===== src/rtl/mul_hilo_sequencer.sv =====
// Multicycle operand/capture sequencer around the combinational 32x32 Booth multiplier, owning HI/LO.
// Latency: start at edge E0 -> done (HI/LO valid) in the cycle after edge E0+SETTLE_CYCLES+1.
// Backpressure: none queued; start and direct HI/LO writes are ignored while busy.
//
// Ports:
//   clk, rst_n            clock (rising edge), asynchronous active-low reset
//   start, op_a, op_b     multiply request and operands (accepted only when idle)
//   mul_a, mul_b          registered operands held stable on the multiplier inputs
//   mul_product           64-bit product from the multiplier, sampled once at capture
//   hi_we, lo_we, wr_data direct HI/LO writes (mthi/mtlo), honoured only when not busy
//   busy, done            busy during settle/capture; done pulses one cycle after capture
//   hi, lo                architectural HI/LO registers
//
// Optional build macro MUL_UNSIGNED_EN adds input unsigned_op, which selects an
// unsigned result by correcting the upper product word at capture.
module mul_hilo_sequencer #(
  parameter int SETTLE_CYCLES = 4  // legal range 1..15
) (
  input  logic        clk,
  input  logic        rst_n,
  input  logic        start,
  input  logic [31:0] op_a,
  input  logic [31:0] op_b,
`ifdef MUL_UNSIGNED_EN
  input  logic        unsigned_op,
`endif
  output logic [31:0] mul_a,
  output logic [31:0] mul_b,
  input  logic [63:0] mul_product,
  input  logic        hi_we,
  input  logic        lo_we,
  input  logic [31:0] wr_data,
  output logic        busy,
  output logic        done,
  output logic [31:0] hi,
  output logic [31:0] lo
);

  typedef enum logic [1:0] {
    IDLE    = 2'd0,
    SETTLE  = 2'd1,
    CAPTURE = 2'd2
  } state_t;

  // Counter is loaded with SETTLE_CYCLES-1 so SETTLE lasts exactly SETTLE_CYCLES edges.
  localparam logic [3:0] CNT_INIT = 4'(SETTLE_CYCLES - 1);

  state_t      state, state_nxt;
  logic [3:0]  cnt, cnt_nxt;
  logic        start_accept;
  logic        capture_en;
  logic [31:0] hi_cap;

  assign start_accept = (state == IDLE) && start;
  assign capture_en   = (state == CAPTURE);
  assign busy         = (state != IDLE);

  // State register
  always_ff @(posedge clk or negedge rst_n) begin
    if (!rst_n) begin
      state <= IDLE;
      cnt   <= 4'd0;
    end else begin
      state <= state_nxt;
      cnt   <= cnt_nxt;
    end
  end

  // Next-state logic
  always_comb begin
    state_nxt = state;
    cnt_nxt   = cnt;
    case (state)
      IDLE: begin
        if (start) begin
          state_nxt = SETTLE;
          cnt_nxt   = CNT_INIT;
        end
      end
      SETTLE: begin
        if (cnt == 4'd0) state_nxt = CAPTURE;
        else             cnt_nxt   = cnt - 4'd1;
      end
      CAPTURE: state_nxt = IDLE;
      default: state_nxt = IDLE;
    endcase
  end

`ifdef MUL_UNSIGNED_EN
  logic unsigned_q;

  always_ff @(posedge clk or negedge rst_n) begin
    if (!rst_n)            unsigned_q <= 1'b0;
    else if (start_accept) unsigned_q <= unsigned_op;
  end

  // Signed-to-unsigned fixup: each operand with its sign bit set was interpreted
  // as (x - 2^32), so add back the other operand into the upper word.
  always_comb begin
    hi_cap = mul_product[63:32];
    if (unsigned_q) begin
      hi_cap = mul_product[63:32]
             + (mul_a[31] ? mul_b : 32'd0)
             + (mul_b[31] ? mul_a : 32'd0);
    end
  end
`else
  assign hi_cap = mul_product[63:32];
`endif

  // Operand, result and handshake registers
  always_ff @(posedge clk or negedge rst_n) begin
    if (!rst_n) begin
      mul_a <= 32'd0;
      mul_b <= 32'd0;
      hi    <= 32'd0;
      lo    <= 32'd0;
      done  <= 1'b0;
    end else begin
      done <= capture_en;
      if (start_accept) begin
        mul_a <= op_a;
        mul_b <= op_b;
      end
      // Capture and direct writes are mutually exclusive: direct writes need !busy.
      if (capture_en) begin
        hi <= hi_cap;
        lo <= mul_product[31:0];
      end else if (!busy) begin
        if (hi_we) hi <= wr_data;
        if (lo_we) lo <= wr_data;
      end
    end
  end

endmodule

===== config.mk =====
export PLATFORM = sky130hd
export DESIGN_NAME = mul_hilo_sequencer
export DESIGN_NICKNAME = d
export VERILOG_FILES = /design/src/rtl/mul_hilo_sequencer.sv
export SDC_FILE = /design/constraint.sdc
export NUM_CORES = 1
export LEC_CHECK = 0
export ABC_AREA = 1
export CAP_MARGIN = 20
export CORE_MARGIN = 1.5
export CORE_UTILIZATION = 33
export CTS_BUF_LIST = sky130_fd_sc_hd__clkbuf_8
export DETAILED_ROUTE_END_ITERATION = 8
export PLACE_DENSITY = 0.79
export SYNTH_ARGS = -nofsm -noshare
export SYNTH_HDL_FRONTEND = slang
export SYNTH_SLANG_ARGS = --single-unit

===== constraint.sdc =====
create_clock -name clk -period 2.6 [get_ports clk]
set_clock_uncertainty 0.15 [all_clocks]
set_input_delay 0.52 -clock clk [delete_from_list [all_inputs] [get_ports clk]]
set_output_delay 0.52 -clock clk [all_outputs]
set_load 0.05 [all_outputs]

==> After elaboration in Yosys (flattened, before gate mapping) <==
Cells that the tools add are included.
{ "totals": {"regBits": 135, "output_inout_bits": 130, "elab_cells": 37} }
{ "classes": {"n_addsub": 1, "eq_ne": 6, "n_mux": 12, "n_reduce_logical": 11} }
{ "op_table": {"columns": ["operator", "count"], "rows": [
  ["32-bit 2-to-1 mux", 6],
  ["4-bit 2-to-1 mux", 2],
  ["4-bit case mux with 2 select lines", 1],
  ["2-bit nonzero test", 4],
  ["2-bit inequality test, second input constant", 3],
  ["2-bit AND reduction", 3],
  ["4-bit logical NOT", 1],
  ["2-bit 2-to-1 mux", 2],
  ["2-bit case mux with 2 select lines", 1],
  ["4-bit by 1-bit subtractor with 4-bit output, second input constant", 1],
  ["3-bit AND reduction", 1],
  ["2-bit by 1-bit == test with 1-bit output, second input constant", 1],
  ["2-bit == test, second input constant", 1],
  ["2-bit logical NOT", 1],
  ["2-bit by 1-bit inequality test with 1-bit output, second input constant", 1],
  ["1-bit logical AND", 1]
]} }

==> Depth between registers and ports, before layout <==
Gate-level depths: netlist of run 1.
{ "depth": {"word_depth": 3, "ltp_mapped": 9} }

==> Worst setup path before layout of run 1 <==
OpenSTA, ideal clock, no wires.
{ "synth_path": {"path_type": "register to output", "start": "reg state[1]", "end": "out busy", "arrival_time_ns": 1.125, "required_time_ns": 1.930, "path_slack_ns": 0.805, "path_stages_with_launch": 4, "path_cell_list": "dfrtp_1 nor2_1 clkbuf_1 inv_1"} }
{ "synth_via": {"elab_chain_len": 1} }
{ "synth_lines": {"columns": ["element", "line_no", "source"], "rows": [
  ["from (decl)", "48", "state_t state, state_nxt;"],
  ["from (signal assigned)", "64", "state <= state_nxt;"],
  ["2-bit nonzero test", "56", "assign busy = (state != IDLE);"],
  ["to (decl)", "33", "output logic busy,"]
]} }
Every way passes these cells.

==> Worst setup path in the final report of run 1 <==
{ "layout_path": {"start": "reg mul_b[28]", "end": "out mul_b[28]"} }
{ "layout_rtl": {"columns": ["element", "line_no", "source"], "rows": [
  ["from (decl)", "28", "output logic [31:0] mul_b,"],
  ["from (signal assigned)", "123", "mul_b <= op_b;"]
]} }
No word-level cell between the ends.

==> results_dict.tcl, run 1 <==
set metrics [dict create \
    routedLengthMet1_um 7160 \
    final_cell_area_sq_um 9560 \
    min_period_ns 2.31 \
    cp_slowest_cell "clkdlybuf4s50_1" \
    slowest_delay_ns 0.83 \
    synth_mux_area_frac 0 \
    hold_violations 0 \
    ir_drop_mv 0.832 \
    fmax_mhz 432 \
    crit_buf_inv 1 \
    fin_cells 1282 \
    drtIter0Drc 174 \
    grt_pass1_wl_um 26300 \
    grt.overflow.total 0 \
    synth_seq_cells 135 \
    synth_cell_types 18 \
    finalCritPeriodShare 0.889 \
    worstMarginPinSlew_ns 0.641 \
    synth_xor_area_frac 0.00146 \
    syn_nets 925 \
    synthAdderAreaFrac 0.00418 \
    core_area_sq_um 17900 \
    area_growth_pct 59.7 \
    maxCapViolCount 0 \
    dp_cells 1249 \
    grt_pass1_vias 5247 \
    cts.sinks 135 \
    report.final.setup_viol 0 \
    cts_buffer_depth 2 \
    syn_area_sq_um 5990 \
    die_h_um 138 \
    end_kind "primary output" \
    ys_seq_area_frac 0.564 \
    root_buffer "clkbuf_8" \
    hold_depth 2 \
    grt_usage 0.181 \
    cts_inserted_buffers 17 \
    globalplace.congestion 0.771 \
    power_density_nw_per_um2 1390 \
    synth_compound_area_frac 0.0598 \
    hold_end "mul_a[20]$_DFFE_PN0P_" \
    wl_met3_um 2020 \
    hold_class "flop to flop" \
    drc 0 \
    start_util 0.334 \
    status "finished, final reports clean" \
    critPathArrivalTime_ns 1.64 \
    top_layer "met4" \
    critPathTopFamily "buffers and inverters" \
    num_antenna_cells 0 \
    io_buffer_count 294 \
    clk_latency_ns 0.44 \
    totalWireLength_um 17600 \
    place_area_sq_um 9160 \
    io_pins 295 \
    dieWidth_um 138 \
    cts-htree-levels 4 \
    postCtsSetupRepairBufs 0 \
    r2r_start "state[1]$_DFFE_PN0P_" \
    layout-drive-gt1-share 0.0475 \
    rows 49 \
    cts_tree "built" \
    antenna_found_initial 0 \
    place_hpwl_um 12700 \
    hp-start "mul_a[20]$_DFFE_PN0P_" \
    netlist_instances 758 \
    critPathRequiredTime_ns 1.93 \
    nets 1207 \
    total_power_mw 13.3 \
    pre_cts_ws_ns 0.470 \
    synthSimpleGateAreaFrac 0.288 \
    r2r_setup_slack_ns 0.43 \
    tns_ns 0 \
    setup_slack_ns 0.287 \
    crit_path_cell_trace "clkdlybuf4s50_1" \
    yosys_warnings 0 \
    rsz0062_at_grt "no" \
    num_vias 5703 \
    rr_worst_depth 6 \
    ant_nets 0 \
    p_leak_nw 4.73 \
    timing.rr.end "mul_b[11]$_DFFE_PN0P_" \
    slew_viol_final 0 \
    grt_max_degree 66 \
    clk_pin_slew_ns 0.08 \
    critPathLaunchType "flop" \
    critical_path.max_fanout 2 \
    viasPerCell 4.45 \
    met2WireLength_um 8290 \
    firstDrtPassIters 4 \
    path_class "flop to primary output" \
    avgSynthCellArea_sq_um 7.90 \
    die_area_sq_um 19000 \
    wl_per_cell_um 13.8 \
    synth_top_family_by_area "simple AND/OR/NAND/NOR gates" \
    slew-limit-headroom 0.573 \
]
-- flip-flops by register name, summed over array words and instances (netlist names) --
signal / cells
lo: 32
cnt: 4
mul_b: 32
mul_a: 32
state: 2
done: 1
hi: 32
-- layer usage --
metal  up-vias  track usage
met5         -            0
met2       223        0.300
met1      2588        0.213
met3        10       0.0758
met4         0       0.0573
li1       2882            -
-- synthesized netlist by cell type (all sizes together) --
cell type / n / area (sq um)
nand2: 361 / 1360
nor2: 8 / 30.0
inv: 71 / 267
o21ai: 70 / 358
xor2: 1 / 8.76
clkbuf: 20 / 76.3
ha: 2 / 25.0
dfrtp: 135 / 3380
nand3: 66 / 330
buf: 23 / 151
nand4: 1 / 6.26
-- kinds of logic after synthesis --
kind of cell,after synthesis
AOI/OAI and AO/OA,70
adders and majority gates,2
buffers and inverters,114
DFF,135
and+or+nand+nor,436
xor gates and xnor gates,1
-- cells in the final DEF, fill, tap and decap left out, drive strengths merged, types with 2 or more instances in the layout --
cell type | Yosys | final
clkdlybuf4s50 | 0 | 291
clkinvlp | 0 | 3
o21ai | 70 | 70
buf | 23 | 13
ha | 2 | 2
nand2 | 361 | 361
clkinv | 0 | 4
bufinv | 0 | 2
nor2 | 8 | 8
clkbuf | 20 | 18
dfrtp | 135 | 135
inv | 71 | 76
nand3 | 66 | 66
-- cell type report --
class | instances | area (sq um)
Clock buffer | 18 | 248
Multi-Input combinational cell | 509 | 2140
Clock inverter | 14 | 149
Tap cell | 229 | 287
Sequential cell | 135 | 3380
Inverter | 71 | 267
Fill cell | 1637 | 8340
Timing Repair Buffer | 306 | 3090
-- what timing repair did --
item	in CTS	in global routing
hold endpoints to repair	49	0
hold buffers	1	0
setup endpoints to repair	1	0
gates resized for setup	1	0
-- worst max path at each step --
| stage | start | depth (start not counted) | end | slack (ns) |
|---|---|---|---|---|
| floorplan | state[1]$_DFFE_PN0P_ | 3 | busy | 0.80 |
| global placement | state[1]$_DFFE_PN0P_ | 3 | busy | 0.49 |
| detailed placement | state[1]$_DFFE_PN0P_ | 6 | mul_b[15]$_DFFE_PN0P_ | 0.47 |
| CTS | hi[4]$_DFFE_PN0P_ | 1 | hi[4] | 0.24 |
| global route | state[1]$_DFFE_PN0P_ | 3 | busy | 0.18 |
| finish | mul_b[28]$_DFFE_PN0P_ | 1 | mul_b[28] | 0.29 |
-- per-stage QoR --
step | hold slack [ns] | util
2_1_floorplan | 0.0744 | -
3_3_place_gp | 0.303 | 0.511
3_5_place_dp | 0.307 | 0.511
4_1_cts | 0.328 | 0.534
5_1_grt | 0.341 | 0.534
6_report | 0.320 | 0.534
-- where the power goes --
part	total (mW)	internal [mW]	switching, mW
Combinational	7.89	2.51	5.38
Clock	1.76	0.885	0.879
Sequential	3.64	3.10	0.541
Total	13.3	6.49	6.80
No activity file was read; power rests on OpenSTA's default activity.
==> inputs of run 2 (changes only) <==
- TNS_END_PERCENT: default -> 10
==> results of run 2 <==
Same layout as run 1: the final DEF is identical, and so are final timing and power.
==> RTL change (settings of run 2) <==
Put one more register stage on the output `hi`, with the module's reset. The value now appears one clock later. The other outputs are not delayed to match.
--- a/src/rtl/mul_hilo_sequencer.sv
+++ b/src/rtl/mul_hilo_sequencer.sv
@@ -45,4 +45,6 @@
   // Counter is loaded with SETTLE_CYCLES-1 so SETTLE lasts exactly SETTLE_CYCLES edges.
   localparam logic [3:0] CNT_INIT = 4'(SETTLE_CYCLES - 1);
+
+  logic [31:0] hi_s0;
 
   state_t      state, state_nxt;
@@ -114,5 +116,5 @@
       mul_a <= 32'd0;
       mul_b <= 32'd0;
-      hi    <= 32'd0;
+      hi_s0 <= 32'd0;
       lo    <= 32'd0;
       done  <= 1'b0;
@@ -125,8 +127,8 @@
       // Capture and direct writes are mutually exclusive: direct writes need !busy.
       if (capture_en) begin
-        hi <= hi_cap;
+        hi_s0 <= hi_cap;
         lo <= mul_product[31:0];
       end else if (!busy) begin
-        if (hi_we) hi <= wr_data;
+        if (hi_we) hi_s0 <= wr_data;
         if (lo_we) lo <= wr_data;
       end
@@ -134,3 +136,11 @@
   end
 
+  always_ff @(posedge clk or negedge rst_n) begin
+    if (!rst_n) begin
+      hi <= '0;
+    end else begin
+      hi <= hi_s0;
+    end
+  end
+
 endmodule
Formal check against the unedited RTL: not equivalent (Yosys sat finds a counterexample within 4 cycles, from zero or initial values and one cycle with rst_n low).
==> RTL change against run 2 <==
Final cell count up 5.7%; total power up 7.3%; sequential cell count grew 32; synthesized area increased by 13%; final area rose by 9.0%; count of clock-buffer cells in the layout did not move; die area grew 13%; routed wire length up 4.1%; worst setup slack lost 0.029 ns; clock power is 9.7% higher; critical path type unchanged.
==> RTL change: results (changes against run 2) <==
- Share of layout cells above drive strength 1: 4.61% (-0.14 points)
- Leakage: 5.14 nW (+8.6%)
- Arrival @ worst endpoint: 1.67 ns (+0.03 ns)
- Syn avg cell area: 8.59 sq um (+8.8%)
- Status: finished, final reports clean
- Drt wl/cell: 13.6 um (-1.5%)
- Critical path origin: lo[31]
- Final Wtd Congestion: 0.851 (+10%)
- Largest net degree at the start of global routing: 66 (unchanged)
- Flop2flop setup slack: 0.50 ns (+0.07 ns)
- Synth area leaders: dfrtp_1 (62%), nand2_1 (20%), nand3_1 (4.9%)
- Crit path to: lo[31]
- WHS Path Cells: 0 (-2)
- Adder-Cell Fraction of Synth Area: 0.369% (-0.049 points)
- Initial antenna violation count: 1 (+1)
- Most common library cells after synthesis: nand2_1 (360), dfrtp_1 (167), inv_1 (70)
- Placed Area: 0.0100 sq mm (+9.2%)
- Compound-Gate Fraction of Synth Area: 5.27% (-0.70 points)
- Vias in the first global route: 5992 (+14%)
- Clock transition at the registers of the reported paths: 0.10 ns (+0.02 ns)
- Fmax: 0.427 GHz (-1.2%)
- XOR/XNOR share of the synthesized area: 0.129% (-0.017 points)
- VDD IR-drop max: 0.000667 V (-20%)
- Fin cells: 1355 (+5.7%)
- Sequential fraction of the synthesis area: 61.6% (+5.2 points)
- Slew headroom: 55.8% (-1.4 points)
- Initial DRC Count: 271 (+56%)
- Synth Net Count: 957 (+3.5%)
- Total Routing Usage GR: 17.5% (-0.56 points)
- Pre-CTS setup slack: 0.458 ns (-0.0118 ns)
- Dpl hpwl: 13.3 mm (+4.8%)
- First-pass GRT wire length: 29.9 mm (+13%)
-- RTL change: changes by cell type in the layout (fill, tap and decap cells not counted), sizes merged --
cell	run 2	this run
clkinvlp	3	0
dfrtp	135	167
inv	76	79
-- RTL change: logic make-up after synthesis --
kind of cell,after synthesis
simple gates,436
flops,167
buf+inv,114
compound gates,70
fa+ha+maj,2
xor+xnor,1
-- RTL change: layer usage --
| metal | GRT usage, % | wire length [um] |
|---|---|---|
| met3 | 6.41 | 1620 |
| met2 | 29.1 | 8750 |
| met4 | 4.55 | 238 |
| met5 | 0 | 13 |
| met1 | 21.6 | 7750 |
-- RTL change: cell type report --
type / instances / area (sq um)
inverters: 71 / 267
well taps: 270 / 338
repair buffers: 306 / 3080
clock buffers: 18 / 248
clock inverters: 14 / 166
flip-flops and latches: 167 / 4180
fillers: 1839 / 9820
multi-input cells: 509 / 2140
-- RTL change: report_power, final --
group          internal [W]  switching (W)  total (W)
Combinational       0.00251        0.00539    0.00789
Sequential          0.00383       0.000617    0.00444
Clock              0.000915        0.00101    0.00193
-- RTL change: how the worst min path moves through the flow --
stage,startpoint,end,slack [ns]
2_1_floorplan,rst_n,cnt[0],0.07
6_report,hi_s0[30],hi[30],0.23
5_1_grt,hi_s0[30],hi[30],0.23
3_5_place_dp,hi_s0[31],hi[31],0.21
3_3_place_gp,hi_s0[25],hi[25],0.21
4_1_cts,hi_s0[30],hi[30],0.23
-- RTL change: what timing repair did --
item                                    4_1_cts  5_1_grt
hold buffers                                  1        0
endpoints found under the hold margin        45        0
setup buffers                                 0        0
gates resized for setup                       1        0
endpoints found under the setup margin        1        0
